## config.mk

```make
export PLATFORM = sky130hd
export DESIGN_NAME = sumador_serial
export DESIGN_NICKNAME = d
export VERILOG_FILES = /design/src/rtl/sumador_serial.sv
export SDC_FILE = /design/constraint.sdc
export NUM_CORES = 1
export LEC_CHECK = 0
export ABC_AREA = 1
export ABC_CLOCK_PERIOD_IN_PS = 1300
export CORE_MARGIN = 4
export CORE_UTILIZATION = 30
export DETAILED_ROUTE_END_ITERATION = 8
export GPL_TIMING_DRIVEN = 0
export MAX_ROUTING_LAYER = met4
export PLACE_DENSITY = 0.49
export SYNTH_ARGS = -nofsm -noshare
export SYNTH_HDL_FRONTEND = slang
export SYNTH_SLANG_ARGS = --single-unit
```

## constraint.sdc

```tcl
create_clock -name Reloj -period 1.3 [get_ports Reloj]
set_clock_uncertainty 0.2 [all_clocks]
set_input_delay 0.13 -clock Reloj [delete_from_list [all_inputs] [get_ports Reloj]]
set_output_delay 0.13 -clock Reloj [all_outputs]
set_load 0.02 [all_outputs]
```

## src/rtl/sumador_serial.sv

```systemverilog
// sumador_serial: bit-serial adder. Adds two ANCHO-bit operands one bit per
// clock, LSB first, using a single one-bit full adder and a registered carry.
// A start/done handshake sequences the operation.
//
// Ports:
//   Reloj          in   clock, rising edge
//   Reset_n        in   synchronous active-low reset
//   Inicio         in   start request, sampled only while idle
//   OperandoA      in   [ANCHO-1:0] first operand, captured on accept
//   OperandoB      in   [ANCHO-1:0] second operand, captured on accept
//   AcarreoEntrada in   carry-in, captured on accept
//   Ocupado        out  high while bits are being added
//   Listo          out  one-cycle pulse when the result becomes valid
//   Suma           out  [ANCHO-1:0] result of the last completed operation
//   AcarreoSalida  out  carry-out of the last completed operation

// One-bit full adder cell: the combinational building block of the datapath.
module SumadorCompleto (
  input  logic a,
  input  logic b,
  input  logic acarreo_entrada,
  output logic acarreo_salida,
  output logic suma
);
  assign suma           = a ^ b ^ acarreo_entrada;
  assign acarreo_salida = (a & b) | (acarreo_entrada & (a ^ b));
endmodule

module sumador_serial #(
  parameter int ANCHO = 8
) (
  input  logic             Reloj,
  input  logic             Reset_n,
  input  logic             Inicio,
  input  logic [ANCHO-1:0] OperandoA,
  input  logic [ANCHO-1:0] OperandoB,
  input  logic             AcarreoEntrada,
  output logic             Ocupado,
  output logic             Listo,
  output logic [ANCHO-1:0] Suma,
  output logic             AcarreoSalida
);

  localparam int CW = $clog2(ANCHO + 1);

  typedef enum logic [1:0] {
    REPOSO  = 2'd0,
    SUMANDO = 2'd1,
    FIN     = 2'd2
  } estado_t;

  estado_t          estado;
  estado_t          siguiente;
  logic [ANCHO-1:0] reg_a;
  logic [ANCHO-1:0] reg_b;
  logic [ANCHO-1:0] resultado;
  logic             acarreo;
  logic [CW-1:0]    contador;
  logic             bit_suma;
  logic             bit_acarreo;
  logic             ultimo;

  SumadorCompleto u_celda (
    .a              (reg_a[0]),
    .b              (reg_b[0]),
    .acarreo_entrada(acarreo),
    .acarreo_salida (bit_acarreo),
    .suma           (bit_suma)
  );

  // The bit being added this cycle is the last one once the counter has
  // reached ANCHO-1; the edge that consumes it also moves to FIN.
  assign ultimo = (contador == CW'(ANCHO - 1));

  always_ff @(posedge Reloj) begin
    if (!Reset_n) begin
      estado <= REPOSO;
    end else begin
      estado <= siguiente;
    end
  end

  always_comb begin
    siguiente = estado;
    Ocupado   = 1'b0;
    Listo     = 1'b0;
    case (estado)
      REPOSO: begin
        if (Inicio) siguiente = SUMANDO;
      end
      SUMANDO: begin
        Ocupado = 1'b1;
        if (ultimo) siguiente = FIN;
      end
      FIN: begin
        Listo     = 1'b1;
        siguiente = REPOSO;
      end
      default: siguiente = REPOSO;
    endcase
  end

  // Datapath. Operands shift right so bit 0 always feeds the adder; sum bits
  // enter the result at the MSB so after ANCHO shifts the result is aligned.
  // The visible result is only updated on the final bit so it holds steady
  // through idle time and the whole of the next operation.
  always_ff @(posedge Reloj) begin
    if (!Reset_n) begin
      reg_a         <= '0;
      reg_b         <= '0;
      resultado     <= '0;
      acarreo       <= 1'b0;
      contador      <= '0;
      Suma          <= '0;
      AcarreoSalida <= 1'b0;
    end else begin
      case (estado)
        REPOSO: begin
          if (Inicio) begin
            reg_a    <= OperandoA;
            reg_b    <= OperandoB;
            acarreo  <= AcarreoEntrada;
            contador <= '0;
          end
        end
        SUMANDO: begin
          resultado <= {bit_suma, resultado[ANCHO-1:1]};
          reg_a     <= {1'b0, reg_a[ANCHO-1:1]};
          reg_b     <= {1'b0, reg_b[ANCHO-1:1]};
          acarreo   <= bit_acarreo;
          contador  <= contador + CW'(1);
          if (ultimo) begin
            Suma          <= {bit_suma, resultado[ANCHO-1:1]};
            AcarreoSalida <= bit_acarreo;
          end
        end
        default: ;
      endcase
    end
  end

endmodule

```

### Yosys cells after proc, flatten, opt, wreduce, memory -nomap -nowiden

Index checks and enable logic that the tools add are counted.

| storage, ports and cells | value |
|---|---|
| word-level logic and storage cells | 37 |
| output and inout bits | 11 |
| flip-flop bits (word level) | 40 |
| input bits | 20 |

| operators by class | value |
|---|---|
| $add $sub $neg | 1 |
| reduce and logical (&&, ||, !) cells | 5 |
| multiplexer cells | 13 |
| bitwise operators | 5 |
| equal/unequal tests | 5 |

Operator list:

| operator | number |
|---|---|
| case mux 8 bit (2 select lines) | 2 |
| 2-to-1 mux 8 bit | 2 |
| case mux 4 bit (2 select lines) | 1 |
| AND reduction 2 bit | 3 |
| adder 4 x 1 -> 4 bit, second input constant | 1 |
| == test 4 x 3 -> 1 bit, second input constant | 1 |
| 2-to-1 mux 2 bit | 2 |
| 2-to-1 mux 4 bit | 1 |
| != test 2 bit, second input constant | 2 |
| case mux 2 bit (2 select lines) | 1 |
| 2-to-1 mux 1 bit | 3 |
| AND 1 bit | 2 |
| == test 2 x 1 -> 1 bit, second input constant | 1 |
| == test 2 bit, second input constant | 1 |
| logical NOT 2 bit | 1 |
| case mux 1 bit (2 select lines) | 1 |
| nonzero test 2 bit | 1 |
| XOR 1 bit | 2 |
| OR 1 bit | 1 |

### Depth between registers and ports, before layout

Gate-level depths: netlist (run 1).

| depth | value |
|---|---|
| word-level depth | 4 |
| mapped depth | 8 |
| gate-level depth less buffers | 7 |

### Modules after synthesis

Synthesis (run 1) repeated with hierarchy kept, for this count alone.

| unflattened totals | value |
|---|---|
| cells, all modules | 224 |
| area total of the unflattened synthesis | 1627.8 um^2 |

By module, submodules not included:

| module | instances | cells each | area each (um^2) | sequential area each (um^2) |
|---|---|---|---|---|
| sumador_serial | 1 | 223 | 1607.8 | 780.7 |
| SumadorCompleto | 1 | 1 | 20.0 | 0.0 |

### Worst setup path after synthesis (run 1)

Ideal clock, no wire load.

| timing | value |
|---|---|
| path kind | register -> register |
| from | reg contador[0] |
| to | reg Suma[0] |
| library setup time | 0.116 ns |
| stages on the path, launching flop included | 7 |
| path buffers | 0 |
| data required time | 0.984 ns |
| path slack | -0.024 ns |
| clock period less this slack | 1.324 ns |
| arrival | 1.008 ns |
| path through | dfxtp_1 > ha_1 > nand2_1 > nor2_1 > nand2_2 > o21ai_0 > nor2_1 |

| on the way | value |
|---|---|
| cells in the longest elaborated chain, start to end | 2 |

RTL lines:

| element | line | text |
|---|---|---|
| start: declaration | 58 | `logic [CW-1:0] contador;` |
| start signal: assignment | 131 | `contador <= contador + CW'(1);` |
| == test 4 x 3 -> 1 bit | 73 | `assign ultimo = (contador == CW'(ANCHO - 1));` |
| AND reduction 2 bit (no source line) | -- |  |
| end signal: assignment | 133 | `Suma <= {bit_suma, resultado[ANCHO-1:1]};` |
| end: declaration | 40 | `output logic [ANCHO-1:0] Suma,` |

No other way between the ends.
A chain may end at the register's enable or synchronous reset.

### Worst setup path after layout (run 1)

| timing | value |
|---|---|
| from | reg estado[0] |
| to | out Ocupado |

| on the way | value |
|---|---|
| cells in the longest elaborated chain, start to end | 2 |

RTL lines:

| element | line | text |
|---|---|---|
| start: declaration | 52 | `estado_t estado;` |
| start signal: assignment | 79 | `estado <= siguiente;` |
| == test 2 x 1 -> 1 bit | 87 | `case (estado)` |
| 2-to-1 mux 1 bit | 87 |  |
| end: declaration | 38 | `output logic Ocupado,` |

No other way between the ends.

==> results of run 1 <==
==> kinds of logic (layout without fill, tap and decap cells) <==
logic type | count (synthesis) | count (layout) | share of synthesized area
compound gates | 42 | 42 | 0.1294
flops | 39 | 39 | 0.4807
simple gates | 128 | 129 | 0.3113
buf+inv | 19 | 70 | 0.05854
fa+ha+maj | 2 | 2 | 0.02003
==> registers in the layout, summed over array words and instances, names as in the netlist <==
signal and flops:
Suma 8, reg_a 8, reg_b 8, resultado 7
contador 4, estado 2, AcarreoSalida 1, acarreo 1
==> path summary, 6_finish.rpt <==
kind         depth (start not counted)              startpoint  slack [ps]                        end
max                                  4  estado[0]$_SDFFE_PN0P_         -80                    Ocupado
min                                  3                 Reset_n         -30  resultado[1]$_SDFFE_PN0P_
max reg2reg                          3   reg_b[0]$_SDFFE_PN0P_         -60       Suma[7]$_SDFFE_PN0P_
min reg2reg                          2   reg_b[7]$_SDFFE_PN0P_         260      reg_b[7]$_SDFFE_PN0P_
==> what timing repair did <==
action | in CTS | in global routing
endpoints found under the setup margin | 47 | 47
gates resized for setup | 60 | 40
pin swaps | 4 | 10
setup buffers | 6 | 5
gates cloned | 0 | 5
hold buffers | 4 | 0
endpoints found under the hold margin | 7 | 0
==> synthesized netlist by cell type <==
library cell,instances,area [sq um]
buf_2,4,20.02
buf_6,1,11.26
fa_1,1,20.02
inv_4,1,6.260
ha_1,1,12.51
nand2_1,71,266.5
nand2_4,1,11.26
clkbuf_1,3,11.26
nand3_1,4,20.02
nor2_1,49,183.9
buf_4,2,15.01
dfxtp_1,39,780.8
o21ai_0,25,125.1
nand4_1,1,6.260
nand2_2,1,6.260
nor2_4,1,11.26
inv_1,6,22.52
clkbuf_2,1,5.000
o21ai_1,3,15.01
a21oi_1,14,70.07
inv_2,1,3.750
==> where the power goes <==
group,leakage (nW),internal (W),switching [W]
combinational,0.691,0.000261,0.000242
clock,0.0371,0.000358,0.000395
sequential,0.323,0.00127,0.0000529
==> per-layer routing <==
| layer | track usage | vias to the layer above | share of wire |
|---|---|---|---|
| li1 | - | 833 | - |
| met1 | 0.1797 | 742 | 0.48 |
| met2 | 0.2036 | 27 | 0.46 |
| met3 | 0.03289 | 10 | 0.037 |
| met4 | 0.05482 | 0 | 0.018 |
| met5 | - | - | 0 |
==> through the flow <==
step                      instance area, sq um    util  power, W
final                                     2456  0.4748  0.002576
after global routing                      2456  0.4748  0.002729
after CTS                                 2246  0.4342  0.002519
after detailed placement                  2006  0.3878  0.001688
after global placement                    2006  0.3878  0.001689
after floorplan                           1628       -  0.001556
==> worst max-delay path, stage by stage, from the launching register on <==
cell	delay, ps
dfxtp_4	370
nand2_4	110
inv_8	40
buf_8	120
buf_6	120
==> final cells by class <==
type	instances	share of cell area
multi-input cells	173	0.3525
repair buffers	46	0.2017
well taps	70	0.03566
inverters	8	0.01630
clock buffers	6	0.02955
plain buffers	10	0.04075
flip-flops and latches	39	0.3235
==> flow_summary.toml, run 1 <==
[placed_design]
io_buffers = 29
placedCellCount = 329
hpwlAfterDp_mm = 2.721
dpl_worst_slack_ps = -499.2
gp_congestion = 0.7268

[sta]
setup_viol = 23
tightest_slew_ps = 617.9
timing.fmax_ghz = 0.7229
min_period_over_period = 1.064
setup_slack_ps = -83.27
fin_tns_setup_ps = -660.9
finalCriticalPeriod_ps = 1383
rsz0062_at_grt = "yes"
relSlewSlack = 0.5881
maxSlewViolCount = 0
worst_hold_slack_ps = -31.30
hold_violations = 6

[global_route]
overflow = 0
grt_pass1_vias = 1453
grtUsageTotal = 0.1373
grt_max_degree = 17
antenna_found_initial = 0
grt_pass1_wl_mm = 6.727

[clocking]
cts_tree = "done"
clockBufferDepth = 2
htree_levels = 2
clockRootBuffer = "clkbuf_8"
clk_pin_slew_ps = 70
cts.sink_count = 39
cts_made_buffers = 5
clkLatencyLatePin_ps = 290

[routing]
drtIter0Drc = 74
ant_nets = 0
drt-total-wl_mm = 4.319
dr.pass1.iters = 4
avgViaCountPerCell = 4.580
drc = 0
vias = 1612
route.detailed.wl_per_inst_um = 12.27

[synth]
ys_warn_count = 0
synth_cells = 230
syn_nets = 252
seq_area_frac_synth = 0.4807
syn_avg_cell_area_sq_um = 7.061
synthesis.area_sq_um = 1624
ys_types = 21
yosys_register_bits = 39

[floorplan]
pin_count = 31
rows = 26
dieArea_sq_um = 6654
die_w_um = 81.58
start_util = 0.3140
core_area_sq_um = 5172
dieHeight_um = 81.58

[min_path]
hold_path.class = "input pin to register"

[power]
power_density_nw_per_um2 = 1049
p_leak_nw = 1.051
irDropWorstVdd_v = 0.0006590

[critical_path]
required_ps = 970
arrival_ps = 1050
path_max_fanout = 5
crit_type = "register to output port"
worst_setup_path_start_kind = "register"
endpoint_kind = "output port"

[layout]
final_common_cell = "nand2_1"
synthToLayoutAreaGrowth_pct = 51.23
seq_area_sq_um = 794.5
stdcell_count = 352
drive_gt1_frac = 0.2305
antennaDiodeCount = 0
mostFrequentLayoutCells = "nand2_1, nor2_1, dfxtp_1"
multi_input_area_sq_um = 865.8
nFillCells = 532
fin_nets = 305

[job]
drv_cap = 0

[status]
violations = "negative hold slack, negative setup slack"
status = "finished with violations"
No activity file was read; power rests on OpenSTA's default activity.
==> run 2: changes to the inputs <==
--- a/config.mk
+++ b/config.mk
@@ -5,7 +5,7 @@
 export SDC_FILE = /design/constraint.sdc
 export NUM_CORES = 1
 export LEC_CHECK = 0
-export ABC_AREA = 1
+export ABC_AREA = 0
 export ABC_CLOCK_PERIOD_IN_PS = 1300
 export CORE_MARGIN = 4
 export CORE_UTILIZATION = 30
==> flow_summary.toml, run 2 <==
[status]
status = "finished with violations"
violations = "negative setup slack"

[global_route]
antenna_found_initial = 0
grt_pass1_wl_mm = 6.713
grtUsageTotal = 0.1367
grt_max_degree = 14
grt_pass1_vias = 1430
overflow = 0

[floorplan]
dieHeight_um = 81.44
rows = 26
start_util = 0.3128
core_area_sq_um = 5172
dieArea_sq_um = 6632
die_w_um = 81.44
pin_count = 31

[synth]
synth_common_cells = "nand2_1, dfxtp_1, a21oi_1, o21ai_0, mux2i_1"
synth_most_common_cell = "nand2_1"
synth_area_leaders = "dfxtp_1, nand2_1, a21oi_1, mux2i_1, o21ai_0"
yosys_register_bits = 39
synthesis.area_sq_um = 1618
ys_warn_count = 0
synth_top_area_cell = "dfxtp_1"
seq_area_frac_synth = 0.4826
async_flop_share = 0
syn_avg_cell_area_sq_um = 8.605
synth_edf_count = 0
syn_nets = 210
synth_cells = 188
ys_types = 32
synth_top_area_frac = 0.4826
ys.flop_type = "dfxtp_1"

[job]
drv_cap = 0

[clocking]
clk_pin_slew_ps = 80
clkLatencyLatePin_ps = 290
cts.sink_count = 39
clockRootBuffer = "clkbuf_8"
cts_made_buffers = 5
clockBufferDepth = 2
htree_levels = 2
cts_tree = "done"

[routing]
dr.pass1.iters = 4
vias = 1452
drt-total-wl_mm = 4.104
drc = 0
route.detailed.wl_per_inst_um = 12.87
drtIter0Drc = 49
avgViaCountPerCell = 4.552
ant_nets = 0

[placed_design]
io_buffers = 29
gp_congestion = 0.7476
placedCellCount = 287
dpl_worst_slack_ps = -531.6
hpwlAfterDp_mm = 2.599

[layout]
largestRegisters = "Suma x8, reg_a x8, reg_b x8"
nFillCells = 506
stdcell_count = 319
final_common_cell = "nand2_1"
mostFrequentLayoutCells = "nand2_1, dfxtp_1, clkdlybuf4s50_1"
fin_util = 0.4942
antennaDiodeCount = 0
fin_nets = 270
drive_gt1_frac = 0.3494
synthToLayoutAreaGrowth_pct = 58.00

[power]
power_density_nw_per_um2 = 1082
internal-power_w = 0.002067
seqPwrFrac = 0.465
swShare = 0.2527
p_leak_nw = 0.9664
irDropWorstVdd_v = 0.0006485
p_sw_w = 0.0006990
power_frac_comb = 0.167
pwr-share-clk = 0.367

[critical_path]
path_max_fanout = 6
path_cells = "buf_6 > buf_6 > o21bai_4 > buf_6 > a21oi_2 > a21oi_2"
crit_type = "register to register"
required_ps = 1280
rrSetupSlack_ps = -140
crit_path_top_delay_cell = "dfxtp_4"
worst_setup_path_start_kind = "register"
critPathMostFrequentCell = "buf_6"
endpoint_kind = "register"
r2r_cells = 6
critPathBufInv = 3
arrival_ps = 1420
r2r-start = "estado[1]$_SDFFE_PN0P_"
max_stage_delay_ps = 360
regToRegEndpoint = "reg_a[5]$_SDFFE_PN0P_"
critical_path.top_delay_family = "buffers and inverters"

[min_path]
whs_endpoint = "Suma[0]$_SDFFE_PN0P_"
min_path_cells = 3
hold_path.class = "input pin to register"
hold_start = "Reset_n"

[sta]
worst_hold_slack_ps = 42.98
setup_viol = 34
relSlewSlack = 0.7090
rsz0062_at_grt = "yes"
hold_violations = 0
timing.fmax_ghz = 0.6932
min_period_over_period = 1.110
finalCriticalPeriod_ps = 1443
tightest_slew_ps = 436.5
maxSlewViolCount = 0
setup_slack_ps = -142.6
run 2: cell count changes in the layout (fill, tap and decap cells not counted), moves of 4 or more:
cell	before	now
a21oi_2	2	16
buf_6	5	12
o21ai_2	9	0
o21ai_1	7	1
clkbuf_2	2	7
nor2_1	45	1
clkdlybuf4s15_1	7	2
mux2i_1	0	9
a21boi_1	0	6
buf_4	7	11
nand2_4	4	0
nand2_1	68	45
run 2: area by class of cell:
cell class / count / area, sq um / area share
Multi-Input combinational cell: 135 / 910.9 / 0.3563
Clock inverter: 3 / 43.79 / 0.01713
Buffer: 11 / 98.84 / 0.03867
Sequential cell: 39 / 794.5 / 0.3108
Inverter: 2 / 15.01 / 0.005874
Clock buffer: 5 / 68.82 / 0.02692
Tap cell: 70 / 87.58 / 0.03426
Timing Repair Buffer: 54 / 536.8 / 0.2100
run 2: what timing repair did:
item,4_1_cts,5_1_grt
cloned,2,1
endpoints found under the hold margin,0,0
resized for setup,70,37
pin swaps,20,11
hold buffers,0,0
setup buffers,18,4
setup endpoints to repair,50,49
run 2: worst max path at each step:
| stage | from | endpoint | slack, ps | depth (start not counted) |
|---|---|---|---|---|
| 2_1_floorplan | contador[1]$_SDFFE_PN0P_ | AcarreoSalida$_SDFFE_PN0P_ | -90 | 4 |
| 3_3_place_gp | estado[1]$_SDFFE_PN0P_ | Ocupado | -530 | 5 |
| 3_5_place_dp | estado[1]$_SDFFE_PN0P_ | Ocupado | -530 | 5 |
| 4_1_cts | estado[1]$_SDFFE_PN0P_ | contador[3]$_SDFFE_PN0P_ | -130 | 4 |
| 5_1_grt | estado[1]$_SDFFE_PN0P_ | acarreo$_SDFFE_PN0P_ | -200 | 6 |
| 6_report | estado[1]$_SDFFE_PN0P_ | reg_a[5]$_SDFFE_PN0P_ | -140 | 6 |
run 2: routing by layer:
layer | wire length, um | GRT usage
met1 | 1977 | 0.1722
met2 | 1919 | 0.2150
met3 | 164 | 0.03618
met4 | 43 | 0.04054
met5 | 0 | -
run 2: power by group through the flow:
| stage | clock, W | sequential, W | combinational, W |
|---|---|---|---|
| floorplan | 0 | 0.00130 | 0.000182 |
| global placement | 0 | 0.00131 | 0.000299 |
| detailed placement | 0 | 0.00131 | 0.000298 |
| CTS | 0.00104 | 0.00128 | 0.000411 |
| global route | 0.00110 | 0.00129 | 0.000505 |
| finish | 0.00102 | 0.00129 | 0.000463 |
run 2: stage by stage:
stage	cell area, sq um	total power [W]	TNS, ps
floorplan	1642	0.001487	-1262
global placement	2019	0.001613	-10840
detailed placement	2019	0.001611	-10840
CTS	2454	0.002740	-3071
global route	2556	0.002898	-5320
finish	2556	0.002766	-3424
run 2: cell families after synthesis:
| family | after synthesis | share of synthesized area |
|---|---|---|
| flops | 39 | 0.4826 |
| mux | 9 | 0.05569 |
| fa+ha+maj | 2 | 0.02011 |
| buf+inv | 14 | 0.05567 |
| compound gates | 61 | 0.2166 |
| simple gates | 63 | 0.1694 |
run 2: worst register-to-register path: cells and delay by family (launching register included):
kind,cells,cell delay [ps]
compound gates,3,380
buf+inv,3,390
flops,1,360
==> run 3: changes to the inputs <==
--- a/config.mk
+++ b/config.mk
@@ -6,13 +6,12 @@
 export NUM_CORES = 1
 export LEC_CHECK = 0
 export ABC_AREA = 0
-export ABC_CLOCK_PERIOD_IN_PS = 1300
+export ABC_CLOCK_PERIOD_IN_PS = 1400
 export CORE_MARGIN = 4
 export CORE_UTILIZATION = 30
 export DETAILED_ROUTE_END_ITERATION = 8
 export GPL_TIMING_DRIVEN = 0
-export MAX_ROUTING_LAYER = met4
-export PLACE_DENSITY = 0.49
+export PLACE_DENSITY = 0.47
 export SYNTH_ARGS = -nofsm -noshare
 export SYNTH_HDL_FRONTEND = slang
 export SYNTH_SLANG_ARGS = --single-unit
==> constraint.sdc (replaced) <==
create_clock -name Reloj -period 1.4 [get_ports Reloj]
set_clock_uncertainty 0.2 [all_clocks]
set_input_delay 0.14 -clock Reloj [delete_from_list [all_inputs] [get_ports Reloj]]
set_output_delay 0.14 -clock Reloj [all_outputs]
set_load 0.02 [all_outputs]
==> flow_summary.toml, run 3 (synthesized netlist as in run 2, its figures left out) <==
[routing]
avgViaCountPerCell = 4.703
dr.pass1.iters = 4
ant_nets = 0
vias = 1458
route.detailed.wl_per_inst_um = 12.90
drc = 0
drtIter0Drc = 51
drt-total-wl_mm = 3.998

[layout]
stdcell_area_sq_um = 2360
fin_nets = 261
synthToLayoutAreaGrowth_pct = 45.86
largestRegisters = "Suma x8, reg_a x8, reg_b x8"
nFillCells = 490
final_common_cell = "nand2_1"
stdcell_count = 310
mostFrequentLayoutCells = "nand2_1, dfxtp_1, a21oi_1"
seq_area_sq_um = 794.5
multi_input_area_sq_um = 833.3
drive_gt1_frac = 0.2208
antennaDiodeCount = 0

[floorplan]
core_area_sq_um = 5172
dieHeight_um = 81.44
pin_count = 31
start_util = 0.3128
rows = 26
die_w_um = 81.44
dieArea_sq_um = 6632

[power]
seqPwrFrac = 0.476
power_frac_comb = 0.136
p_leak_nw = 0.9270
swShare = 0.2378
internal-power_w = 0.001907
p_sw_w = 0.0005948
irDropWorstVdd_v = 0.0004667
power_density_nw_per_um2 = 1060
pwr-share-clk = 0.388
finalPower_w = 0.002501

[critical_path]
r2r_cells = 4
critical_path.top_delay_family = "simple AND/OR/NAND/NOR gates"
path_cells = "nand2b_4 > buf_4 > or3_1 > a31oi_1"
crit_path_top_delay_cell = "dfxtp_4"
crit_start = "estado[1]$_SDFFE_PN0P_"
r2r-start = "estado[1]$_SDFFE_PN0P_"
required_ps = 1420
endpoint_kind = "register"
path_max_fanout = 6
max_stage_delay_ps = 350
worst_setup_path_start_kind = "register"
crit_type = "register to register"
cp.depth = 4
arrival_ps = 1480
critPathBufInv = 1

[placed_design]
place_area_sq_um = 2011
placedCellCount = 287
io_buffers = 29
gp_congestion = 0.7500
hpwlAfterDp_mm = 2.658

[job]
drv_cap = 0

[clocking]
cts.sink_count = 39
cts_tree = "done"
clkLatencyLatePin_ps = 290
clk_pin_slew_ps = 80
cts_made_buffers = 5
clockRootBuffer = "clkbuf_8"
clockBufferDepth = 2
htree_levels = 2
cts_hold_buf = 0

[min_path]
min_path_cells = 3
hold_start = "Reset_n"
hold_path.class = "input pin to register"

[global_route]
overflow = 0
grt_pass1_vias = 1428
antenna_found_initial = 0
grt_pass1_wl_mm = 6.568
grtUsageTotal = 0.1294
grt_max_degree = 13

[status]
violations = "negative setup slack"
status = "finished with violations"

[sta]
relSlewSlack = 0.7042
hold_violations = 0
timing.fmax_ghz = 0.6817
finalCriticalPeriod_ps = 1467
setup_slack_ps = -66.91
fin_tns_setup_ps = -294.5
tightest_slew_ps = 443.7
setup_viol = 11
maxSlewViolCount = 0
rsz0062_at_grt = "yes"
min_period_over_period = 1.048
run 3: cell count changes in the layout (fill, tap and decap cells not counted), moves of 4 or more:
cell and delta:
a21oi_1 +14, a21oi_2 -11, dlygate4sd2_1 +9, clkbuf_2 -7, a21boi_0 +6, a21boi_1 -5, buf_6 -5, buf_4 +4
run 3: path summary, 6_finish.rpt:
| kind | endpoint | slack, ps |
|---|---|---|
| setup / recovery | contador[3]$_SDFFE_PN0P_ | -70 |
| setup reg to reg | contador[3]$_SDFFE_PN0P_ | -70 |
| hold reg to reg | Suma[5]$_SDFFE_PN0P_ | 260 |
| hold / removal | Suma[1]$_SDFFE_PN0P_ | 50 |
run 3: area by class of cell:
class,instances,share of cell area
repair buffers,46,0.1861
clock buffers,6,0.03499
plain buffers,10,0.02863
clock inverters,2,0.01485
well taps,70,0.03712
flip-flops and latches,39,0.3367
multi-input cells,135,0.3531
inverters,2,0.008484
run 3: metal layers:
metal,up-vias,GRT usage,share of wire
met5,-,0,0
met4,0,0.04899,0.016
met3,7,0.04825,0.062
met2,38,0.2060,0.45
met1,674,0.1585,0.47
li1,739,-,-
run 3: worst register-to-register path: stages (launching register included):
cell,delay [ps]
dfxtp_4,350
nand2b_4,170
buf_4,170
or3_1,350
a31oi_1,150
run 3: per-stage QoR:
stage / hold slack, ps / util / setup WS, ps
after floorplan: 74.11 / - / 10.82
after global placement: 243.2 / 0.3887 / -444.5
after detailed placement: 247.2 / 0.3887 / -453.7
after CTS: 57.97 / 0.4390 / -131.9
after global routing: 73.33 / 0.4562 / -117.0
final: 50.97 / 0.4562 / -66.91
run 3: power by group through the flow:
stage	combinational (W)	clock, W	sequential (W)
after floorplan	0.000168	0	0.00121
after detailed placement	0.000274	0	0.00122
after global routing	0.000377	0.00105	0.00120
after global placement	0.000269	0	0.00122
after CTS	0.000318	0.00101	0.00119
final	0.000340	0.000970	0.00119
run 3: timing repair:
action,CTS,global route
pin swaps,3,3
endpoints found under the setup margin,39,40
resized for setup,35,21
buffers inserted,12,5
